**src/rtl/addr_inc_pkg.sv**
```systemverilog
// Shared types and arithmetic for the address incrementer sequencer.
// Optional feature macro: ADDR_INC_DECREMENT_EN (see addr_inc_sequencer).
package addr_inc_pkg;

   typedef enum logic [2:0] {
      ST_IDLE,
      ST_SRC,
      ST_GAP,
      ST_DST,
      ST_DONE
   } seq_state_t;

   // The INC latch sits one bit above the last address register on the LED rows.
   localparam int unsigned NUM_REGS_DEF = 4;
   localparam int unsigned INC_LED_POS  = NUM_REGS_DEF;
   localparam int unsigned MAX_W        = 64;

   // Widest supported operands; callers slice bit N as the carry/borrow.
   function automatic logic [MAX_W:0] addSub(input logic [MAX_W-1:0] a,
                                             input logic [MAX_W-1:0] b,
                                             input logic             sub);
      if (sub) begin
         return {1'b0, a} - {1'b0, b};
      end
      return {1'b0, a} + {1'b0, b};
   endfunction

endpackage

```
**src/rtl/addr_reg_cell.sv**
```systemverilog
// One N-bit address-class register with asynchronous reset and load enable.
module addr_reg_cell #(
   parameter int unsigned N = 16
)(
   input  logic         i_clk,
   input  logic         i_reset,
   input  logic         i_load,
   input  logic [N-1:0] i_d,
   output logic [N-1:0] o_q
);

   logic [N-1:0] r_q;

   always_ff @(posedge i_clk or posedge i_reset) begin
      if (i_reset) begin
         r_q <= '0;
      end else if (i_load) begin
         r_q <= i_d;
      end
   end

   assign o_q = r_q;

endmodule

```
**src/rtl/addr_inc_sequencer.sv**
```systemverilog
// Bank of address registers plus INC latch running the relay increment sequence.
// Define ADDR_INC_DECREMENT_EN to add the 'dec' input and decrement sequences.
module addr_inc_sequencer
   import addr_inc_pkg::*;
#(
   parameter int unsigned N        = 16,
   parameter int unsigned NUM_REGS = NUM_REGS_DEF,
   parameter int unsigned STEP     = 1,
   parameter int unsigned DWELL    = 2,
   localparam int unsigned IW      = (NUM_REGS > 1) ? $clog2(NUM_REGS) : 1
)(
   input  logic                clk,
   input  logic                reset,
   input  logic                start,
   input  logic [IW-1:0]       src_idx,
   input  logic [IW-1:0]       dst_idx,
   input  logic [NUM_REGS-1:0] ld_vec,
   input  logic [NUM_REGS-1:0] sel_vec,
   input  logic [N-1:0]        addr_in,
`ifdef ADDR_INC_DECREMENT_EN
   input  logic                dec,
`endif
   output logic [N-1:0]        addr_out,
   output logic                addr_oe,
   output logic [N-1:0]        inc_value,
   output logic                carry,
   output logic                busy,
   output logic                done,
   output logic                contention,
   output logic [NUM_REGS:0]   led_ld,
   output logic [NUM_REGS:0]   led_sel
);

   localparam int unsigned CW         = (DWELL > 1) ? $clog2(DWELL) : 1;
   localparam int unsigned INC_LED    = (NUM_REGS == NUM_REGS_DEF) ? INC_LED_POS : NUM_REGS;
   localparam logic [N-1:0]  STEP_N     = N'(STEP);
   localparam logic [CW-1:0] LAST_DWELL = CW'(DWELL - 1);

   seq_state_t          r_state;
   seq_state_t          w_nextState;
   logic [IW-1:0]       r_srcIdx;
   logic [IW-1:0]       r_dstIdx;
   logic [CW-1:0]       r_dwell;
   logic                r_carry;
   logic [N-1:0]        w_regs [NUM_REGS];
   logic [N-1:0]        w_inc;
   logic [N-1:0]        w_regD;
   logic [N-1:0]        w_srcVal;
   logic [NUM_REGS-1:0] w_regLoad;
   logic [NUM_REGS-1:0] w_srcHit;
   logic [NUM_REGS-1:0] w_dstHit;
   logic                w_incLoad;
   logic                w_lastDwell;
   logic                w_sub;
   logic [N:0]          w_sum;

   // Sequence control: state, captured indices, dwell counter and carry latch.
   always_ff @(posedge clk or posedge reset) begin
      if (reset) begin
         r_state  <= ST_IDLE;
         r_srcIdx <= '0;
         r_dstIdx <= '0;
         r_dwell  <= '0;
         r_carry  <= 1'b0;
      end else begin
         r_state <= w_nextState;
         if (r_state == ST_IDLE && start) begin
            r_srcIdx <= src_idx;
            r_dstIdx <= dst_idx;
            r_dwell  <= '0;
         end else if (r_state == ST_SRC || r_state == ST_DST) begin
            r_dwell <= w_lastDwell ? '0 : r_dwell + 1'b1;
         end
         if (r_state == ST_SRC && w_lastDwell) begin
            r_carry <= w_sum[N];
         end
      end
   end

`ifdef ADDR_INC_DECREMENT_EN
   logic r_dec;

   always_ff @(posedge clk or posedge reset) begin
      if (reset) begin
         r_dec <= 1'b0;
      end else if (r_state == ST_IDLE && start) begin
         r_dec <= dec;
      end
   end

   assign w_sub = r_dec;
`else
   assign w_sub = 1'b0;
`endif

   // Index decode; an index beyond the bank matches nothing, so it reads 0 and writes nowhere.
   always_comb begin
      w_srcVal = '0;
      w_srcHit = '0;
      w_dstHit = '0;
      for (int i = 0; i < NUM_REGS; i++) begin
         if (r_srcIdx == IW'(i)) begin
            w_srcHit[i] = 1'b1;
            w_srcVal    = w_regs[i];
         end
         if (r_dstIdx == IW'(i)) begin
            w_dstHit[i] = 1'b1;
         end
      end
   end

   assign w_sum       = (N+1)'(addSub(MAX_W'(w_srcVal), MAX_W'(STEP_N), w_sub));
   assign w_lastDwell = (r_dwell == LAST_DWELL);
   assign w_regD      = (r_state == ST_DST) ? w_inc : addr_in;

   // Next state and bus/panel outputs; manual strobes only act in IDLE without start.
   always_comb begin
      w_nextState = r_state;
      addr_out    = '0;
      addr_oe     = 1'b0;
      busy        = 1'b1;
      done        = 1'b0;
      contention  = 1'b0;
      led_ld      = '0;
      led_sel     = '0;
      w_regLoad   = '0;
      w_incLoad   = 1'b0;
      case (r_state)
         ST_IDLE: begin
            busy = 1'b0;
            if (start) begin
               w_nextState = ST_SRC;
            end else begin
               w_regLoad = ld_vec;
               for (int i = 0; i < NUM_REGS; i++) begin
                  if (sel_vec[i]) begin
                     addr_out = addr_out | w_regs[i];
                  end
               end
               addr_oe    = |sel_vec;
               contention = ($countones(sel_vec) > 1);
               led_ld     = {1'b0, ld_vec};
               led_sel    = {1'b0, sel_vec};
            end
         end
         ST_SRC: begin
            addr_oe          = 1'b1;
            addr_out         = w_srcVal;
            led_sel          = {1'b0, w_srcHit};
            led_ld[INC_LED]  = 1'b1;
            w_incLoad        = w_lastDwell;
            if (w_lastDwell) begin
               w_nextState = ST_GAP;
            end
         end
         ST_GAP: begin
            w_nextState = ST_DST;
         end
         ST_DST: begin
            addr_oe          = 1'b1;
            addr_out         = w_inc;
            led_sel[INC_LED] = 1'b1;
            led_ld           = {1'b0, w_dstHit};
            if (w_lastDwell) begin
               w_regLoad   = w_dstHit;
               w_nextState = ST_DONE;
            end
         end
         ST_DONE: begin
            done        = 1'b1;
            w_nextState = ST_IDLE;
         end
         default: begin
            w_nextState = ST_IDLE;
         end
      endcase
   end

   for (genvar g = 0; g < NUM_REGS; g++) begin : gRegs
      addr_reg_cell #(.N(N)) uCell (
         .i_clk   (clk),
         .i_reset (reset),
         .i_load  (w_regLoad[g]),
         .i_d     (w_regD),
         .o_q     (w_regs[g])
      );
   end

   addr_reg_cell #(.N(N)) uInc (
      .i_clk   (clk),
      .i_reset (reset),
      .i_load  (w_incLoad),
      .i_d     (w_sum[N-1:0]),
      .o_q     (w_inc)
   );

   assign inc_value = w_inc;
   assign carry     = r_carry;

endmodule

```
**config.mk**
```make
export PLATFORM = sky130hd
export DESIGN_NAME = addr_inc_sequencer
export DESIGN_NICKNAME = d
export VERILOG_FILES = /design/src/rtl/addr_inc_pkg.sv /design/src/rtl/addr_reg_cell.sv /design/src/rtl/addr_inc_sequencer.sv
export SDC_FILE = /design/constraint.sdc
export NUM_CORES = 1
export LEC_CHECK = 0
export ABC_AREA = 1
export CORE_AREA = 10 10 100 146
export DETAILED_ROUTE_END_ITERATION = 7
export DIE_AREA = 0 0 110 156
export PLACE_DENSITY = 0.65
export SLEW_MARGIN = 0
export SYNTH_ARGS = -nofsm -noshare
export SYNTH_HDL_FRONTEND = slang
export SYNTH_SLANG_ARGS = --single-unit
```
**constraint.sdc**
```tcl
create_clock -name clk -period 9.2 [get_ports clk]
set_input_delay 1.84 -clock clk [delete_from_list [all_inputs] [get_ports clk]]
set_output_delay 1.84 -clock clk [all_outputs]
set_load 0.005 [all_outputs]
```
==> reports/results.txt, run 1 <==
outcome = finished, final reports clean
Max Freq = 165 MHz
layout cells sized above 1 = 6.30%
ANT cells = 0
prevailing post-synth register cell = dfrtp_1
initial antenna violation count = 0
GRT Total Usage = 20.7%
Post-synth EDFFs = 0
Synth Area in XOR/XNOR = 0.496%
vias after detailed routing = 5320
Tot Pwr = 2520 uW
Initial DRC Count = 423
Worst setup SP type = input pin
Setup Skew = 0.00901 ns
Synth Register Bits = 89
Power per Cell Area = 394 nW/um2
Slew @ Worst Pin = 1.05 ns
worst hold path type = reg2reg
postcts setup bufs = 0
die area = 17200 um2
post-synthesis async set-or-reset flop share = 100%
WL final = 17.4 mm
crit end category = primary output
DR WL/cell = 18.0 um
final setup vio count = 0
RR Startpoint = r_srcIdx[0]
RSZ-0062 raised after global routing = no
core area = 12000 um2
Worst path top cell family by delay = buffers and inverters
number of buffers added on ports = 77
Synth Instances = 745
row cnt = 49
synthesized area = 5300 um2
vias per cell = 5.52
largest net degree at the start of global routing = 59
hold depth = 2
IO Pins = 78
vias in the first global route = 5230
slowest stage delay, CP = 0.58 ns
met3 Usage GRT = 3.35%
Clock Tree Buf Depth = 2
synth unique cells = 35
R2R depth = 11
commonest non-fill, non-tap cells in the layout = nand2_1 (248), inv_1 (89), dfrtp_1 (89)
Syn Nets = 779
synth warn = 0
CTS tree = yes
Initial Util = 44.3%
register area = 2230 um2
CTS resizes = 0
final net count = 839
Post-route DRC = 0
worst rel slew slack = 30.3%
Peak VDD IR = 0.000172 V
area delta synth->final = 20.7%
TritonRoute pass-1 iters = 5
end of the worst register-to-register path = uInc.o_q[12]
GPL Wtd Cong = 0.895
global-route wire length before repair = 27.8 mm
post-synthesis mux area share = 0%
antenna viol nets, final = 0
GR Layer Usage met1 = 26.1%
M2 GR Usage = 33.9%
Arr. time, crit path = 4.22 ns
DP Wirelength = 12.2 mm
Synth Area in Simple Gates = 26.4%
global route overflow = 0
leading cell type in the layout, fill and taps excluded = nand2_1
period utilization = 65.8%
CTS Buf Count = 9
Clk pin slew, worst setup/hold paths = 0.07 ns
largest family of logic cells by synthesized area = simple AND/OR/NAND/NOR gates
CP most frequent cell = clkdlybuf4s50_1
WP buf/inv = 3
Worst R2R Setup Slack = 6.18 ns
Final Hold Vio Count = 0
kind of critical path = in2out
Final Max Slew Viols = 0
WHS Endpoint = carry
Max FO, Critical Path = 17
Hold Crit Start = carry
CTS hold repair buffers = 0
MaxCap Viol Count = 0
critical path required time = 7.36 ns
Synth Area in Adders = 0.850%
compound-gate portion of the synthesized area = 19.2%
sequential area share after synthesis = 42.0%
fillers = 1187
die span in y = 156 um
Lkg Pwr = 0.00292 uW
Post-Route Utilization = 53.5%
setup TNS = 0 ns
minimum clock period = 6.06 ns
critical path, cell by cell = clkdlybuf4s50_1 -> clkinv_1 -> o22ai_1 -> o21ai_0 -> o211ai_1 -> clkdlybuf4s50_1
width of the die = 110 um
CTS root buf = clkbuf_16
CP max-delay cell = clkinv_1
clock sinks = 89
Clock Latency Late Sink = 0.35 ns
GRT busiest layer = met2
CTS H-Tree Depth = 3
Multi-input gate area = 2490 um2
Post-Syn Area per Cell = 7.11 um2
-- sequential cells by signal, indices dropped and copies added (netlist names) --
signal	count
r_dstIdx	2
r_state	3
r_dwell	1
gRegs.uCell.o_q	64
carry	1
r_srcIdx	2
uInc.o_q	16
-- cell families after synthesis --
kind of cell	Yosys count
simple gates	340
compound gates	174
buf+inv	136
flops	89
xor+xnor	3
fa+ha+maj	3
-- final cells by class --
type                    count  area share [%]
inverters                 103            6.10
clock buffers              10            3.74
multi-input cells         520            38.9
flip-flops and latches     89            34.8
well taps                 153            2.99
clock inverters             6           0.802
repair buffers             82            12.6
-- power breakdown --
group          internal (uW)  switching [uW]
Sequential               583             135
Clock                    194             168
Combinational            541             896
Total                   1320            1200
-- routing by layer --
| metal | routed length, um | share of wire, % |
|---|---|---|
| met4 | 402 | 2.3 |
| met2 | 8710 | 50 |
| met3 | 1150 | 6.6 |
| met1 | 7110 | 41 |
| met5 | 0 | 0 |
-- how the worst max path moves through the flow --
stage | start | endpoint | slack [ns] | cells past startpoint
after floorplan | sel_vec[1] | addr_oe | 4.68 | 6
after global placement | sel_vec[0] | addr_oe | 3.26 | 7
after detailed placement | sel_vec[0] | addr_oe | 3.24 | 7
after CTS | sel_vec[0] | addr_oe | 3.21 | 7
after global routing | sel_vec[1] | addr_out[15] | 3.04 | 6
final | sel_vec[3] | addr_out[10] | 3.14 | 6
-- worst min-delay path, delay by kind of cell (launching register included) --
kind,cells,cell delay (ns)
compound gates,1,0.07
flops,1,0.35
simple gates,1,0.06
-- synthesized netlist by cell type, types with 6 or more instances --
cell      instances  area [um2]
inv_1            90         338
buf_2            10        50.1
o21ai_1          48         240
nand2_1         248         931
inv_2             8        30.0
dfrtp_1          89        2230
nand3_1          40         200
o22ai_1          36         225
a21oi_1           7        35.0
o211ai_1         11        82.6
o21ai_0          60         300
clkbuf_1          8        30.0
nor2_2            6        37.5
buf_4            11        82.6
nor2_1           35         131
-- through the flow --
stage	instances	cell area, um2	setup slack, ns	hold WS (ns)
after floorplan	745	5300	4.68	0.482
after global placement	947	6110	3.26	0.486
after detailed placement	947	6110	3.24	0.497
after CTS	963	6400	3.21	0.516
after global routing	963	6400	3.04	0.539
final	963	6400	3.14	0.513
(Power assumes the default switching activity.)
==> run 2: changes to the inputs <==
clock period = 6.01 ns   (was 9.2 ns; I/O delays follow)
==> reports/results.txt, run 2 (synthesis gave the netlist of run 1 again) <==
CTS hold repair buffers = 0
die area = 17200 um2
global-route wire length before repair = 27.5 mm
antenna viol nets, final = 0
width of the die = 110 um
critical path required time = 4.81 ns
DR WL/cell = 17.8 um
DP Wirelength = 12.2 mm
Clock Latency Late Sink = 0.35 ns
DRT met1 WL = 6.97 mm
kind of critical path = in2out
RSZ-0062 raised after global routing = no
Lkg Pwr = 0.00292 uW
CTS resizes = 0
Max FO, Critical Path = 18
Peak VDD IR = 0.000304 V
top layer in use = met4
vias after detailed routing = 5331
clock sinks = 89
Power per Cell Area = 601 nW/um2
area delta synth->final = 20.7%
setup TNS = 0 ns
TritonRoute pass-1 iters = 6
worst hold path type = reg2reg
Initial Util = 44.3%
number of flip-flops in the largest register = 64
CTS H-Tree Depth = 3
met3 WL = 1.32 mm
Max Freq = 210 MHz
DP Worst Slack = 1.25 ns
minimum clock period = 4.77 ns
Worst setup SP type = input pin
final net count = 839
number of buffers added on ports = 77
final instance area = 6390 um2
GPL Wtd Cong = 0.888
layout cells sized above 1 = 6.30%
Clock Tree Buf Depth = 2
ANT cells = 0
Worst R2R Setup Slack = 2.92 ns
largest net degree at the start of global routing = 59
Setup Skew = 0.00935 ns
Post-route DRC = 0
outcome = finished, final reports clean
CTS Buf Count = 9
Arr. time, crit path = 3.57 ns
crit end category = primary output
Final WS setup = 1.24 ns
Clk pin slew, worst setup/hold paths = 0.06 ns
worst rel slew slack = 28.7%
postcts setup bufs = 0
CTS tree = yes
Final Hold Vio Count = 0
Cell Area, Placed = 6110 um2
MaxCap Viol Count = 0
leading cell type in the layout, fill and taps excluded = nand2_1
final setup vio count = 0
CTS root buf = clkbuf_16
met2 wire length = 8.64 mm
global route overflow = 0
vias in the first global route = 5190
die span in y = 156 um
vias per cell = 5.54
Slew @ Worst Pin = 1.07 ns
row cnt = 49
IO Pins = 78
WL final = 17.2 mm
commonest non-fill, non-tap cells in the layout = nand2_1 (248), inv_1 (89), dfrtp_1 (89)
GRT Total Usage = 20.4%
core area = 12000 um2
period utilization = 79.4%
initial antenna violation count = 0
Final Max Slew Viols = 0
Initial DRC Count = 507
[run 2: cell counts in the layout (fill, tap and decap cells not counted)]
Identical to the previous run, type by type.
[run 2: layout make-up]
cell class | count | area (um2)
fill | 1164 | 5560
clock inverter | 6 | 48.8
clock buffer | 10 | 239
multi-input combinational | 520 | 2490
timing repair buffer | 82 | 808
sequential | 89 | 2230
tap | 153 | 191
inverter | 103 | 390
[run 2: worst paths after layout]
check / startpoint / depth (start not counted) / endpoint
min in group asynchronous: reset / 2 / gRegs[3].uCell.o_q[9]
max: sel_vec[2] / 6 / addr_out[14]
max in group asynchronous: reset / 3 / gRegs[1].uCell.o_q[0]
max reg2reg: r_srcIdx[0] / 11 / uInc.o_q[12]
min reg2reg: carry / 2 / carry
min: carry / 2 / carry
[run 2: metal layers]
layer / GRT usage [%] / up-vias
li1: - / 2536
met1: 26.4 / 2529
met2: 33.6 / 240
met3: 3.35 / 26
met4: 6.53 / 0
met5: 0 / -
[run 2: where the power goes]
| group | switching, uW | internal [uW] | total [uW] |
|---|---|---|---|
| logic | 1370 | 829 | 2200 |
| registers | 205 | 893 | 1100 |
| clock network | 252 | 295 | 548 |
[run 2: critical path, cell delays in order]
cell             delay (ns)
clkdlybuf4s50_1        0.48
clkinv_1               0.59
o22ai_1                0.39
o21ai_0                0.19
o211ai_1               0.16
clkdlybuf4s50_1        0.54
[run 2: stage by stage]
step                      hold WS [ns]  util, %  std cells  power, uW
after floorplan                  0.482        -        745       2430
final                            0.502     53.5        963       3840
after global placement           0.487     51.1        947       3250
after CTS                        0.510     53.5        963       3850
after detailed placement         0.490     51.1        947       3290
after global routing             0.544     53.5        963       4160
==> run 3: changes to the inputs <==
clock period = 4.4 ns   (was 6.01 ns; I/O delays follow)
==> reports/results.txt, run 3 (synthesis gave the netlist of run 1 again) <==
outcome = finished, final reports clean
global route overflow = 0
worst rel slew slack = 35.3%
Setup Skew = 0.00896 ns
CTS root buf = clkbuf_16
TritonRoute pass-1 iters = 5
number of buffers added on ports = 77
Switching Share = 46.7%
top layer in use = met4
CTS H-Tree Depth = 3
vias after detailed routing = 5340
MaxCap Viol Count = 0
vias in the first global route = 5313
met3 WL = 1.36 mm
met2 wire length = 8.75 mm
DP Wirelength = 12.6 mm
Max Freq = 252 MHz
setup TNS = 0 ns
final net count = 846
Worst setup SP type = register
leading cell type in the layout, fill and taps excluded = nand2_1
number of flip-flops in the largest register = 64
period utilization = 90.0%
fillers = 1171
initial antenna violation count = 0
Hold Crit Start = uInc.o_q[15]
clock sinks = 89
Initial DRC Count = 428
WL final = 17.7 mm
die span in y = 156 um
DRT met1 WL = 7.18 mm
critical path required time = 3.52 ns
Clk pin slew, worst setup/hold paths = 0.07 ns
Arr. time, crit path = 3.08 ns
Post-route DRC = 0
CTS Buf Count = 9
kind of critical path = reg2out
row cnt = 49
CTS hold repair buffers = 0
total internal power = 2880 uW
die area = 17200 um2
Initial Util = 44.3%
commonest non-fill, non-tap cells in the layout = nand2_1 (248), inv_1 (89), dfrtp_1 (89)
IO Pins = 78
clock network power share = 15.9%
Peak VDD IR = 0.000386 V
Lkg Pwr = 0.00298 uW
final setup vio count = 0
minimum clock period = 3.96 ns
CTS tree = yes
global-route wire length before repair = 28.2 mm
Combinational Power Share = 56.6%
GRT Total Usage = 21.0%
vias per cell = 5.51
part of the power in registers = 27.5%
RSZ-0062 raised after global routing = no
core area = 12000 um2
layout cells sized above 1 = 7.10%
postcts setup bufs = 0
RR Startpoint = r_srcIdx[1]
Power per Cell Area = 833 nW/um2
Clock Tree Buf Depth = 2
Worst Setup SP = r_srcIdx[1]
Clock Latency Late Sink = 0.35 ns
area delta synth->final = 22.5%
width of the die = 110 um
Final Hold Vio Count = 0
DR WL/cell = 18.2 um
worst hold path type = reg2reg
P_sw = 2520 uW
Post-Route Utilization = 54.3%
crit end category = primary output
Max FO, Critical Path = 22
CTS resizes = 0
largest net degree at the start of global routing = 34
antenna viol nets, final = 0
Final Max Slew Viols = 0
GPL Wtd Cong = 0.892
Slew @ Worst Pin = 0.971 ns
ANT cells = 0
run 3: changes by cell type in the layout (fill, tap and decap cells not counted), sizes merged:
cell      before  now
bufinv         0    2
inv          100   99
buf            5   12
clkinvlp       3    1
clkinv         6    7
run 3: layout make-up:
cell class | count | area [um2] | area share (%)
timing repair buffer | 89 | 861 | 13.3
tap | 153 | 191 | 2.95
clock buffer | 10 | 239 | 3.68
clock inverter | 6 | 90.1 | 1.39
multi-input combinational | 520 | 2490 | 38.4
inverter | 103 | 390 | 6.02
sequential | 89 | 2230 | 34.3
run 3: worst paths after layout:
| kind | end | slack, ns | depth (start not counted) |
|---|---|---|---|
| min in group asynchronous | gRegs[2].uCell.o_q[7] | 0.85 | 2 |
| hold / removal | uInc.o_q[15] | 0.51 | 2 |
| hold reg to reg | uInc.o_q[15] | 0.51 | 2 |
| setup / recovery | addr_out[10] | 0.44 | 7 |
| setup reg to reg | uInc.o_q[12] | 1.44 | 11 |
| max in group asynchronous | gRegs[2].uCell.o_q[2] | 2.74 | 3 |
run 3: worst max-delay path: stages, from the launching register on:
cell and delay (ns):
dfrtp_1 0.98, nand2_2 0.28, inv_2 0.36, nand2_1 0.08
nand2_1 0.17, inv_1 0.10, o211ai_1 0.19, clkdlybuf4s50_1 0.55
run 3: stage by stage:
stage,hold slack [ns],instance area [um2],total power (uW),worst slack [ns],std cells
3_3_place_gp,0.488,6160,4470,0.592,954
5_1_grt,0.556,6490,5830,0.314,970
6_report,0.510,6490,5400,0.439,970
2_1_floorplan,0.482,5300,3320,1.21,745
3_5_place_dp,0.496,6160,4530,0.627,954
4_1_cts,0.519,6490,5410,0.495,970
run 3: power groups by stage:
stage	Sequential (uW)	Combinational (uW)	Clock [uW]
after CTS	1480	3050	874
after floorplan	1400	1920	0
after global routing	1530	3400	906
after detailed placement	1500	3040	0
final	1480	3060	858
after global placement	1470	2990	0
run 3: routing by layer:
layer  vias up  global-route usage [%]
li1       2542                       -
met1      2526                    26.2
met2       240                    33.9
met3        32                    4.92
met4         0                    8.58
met5         -                       0
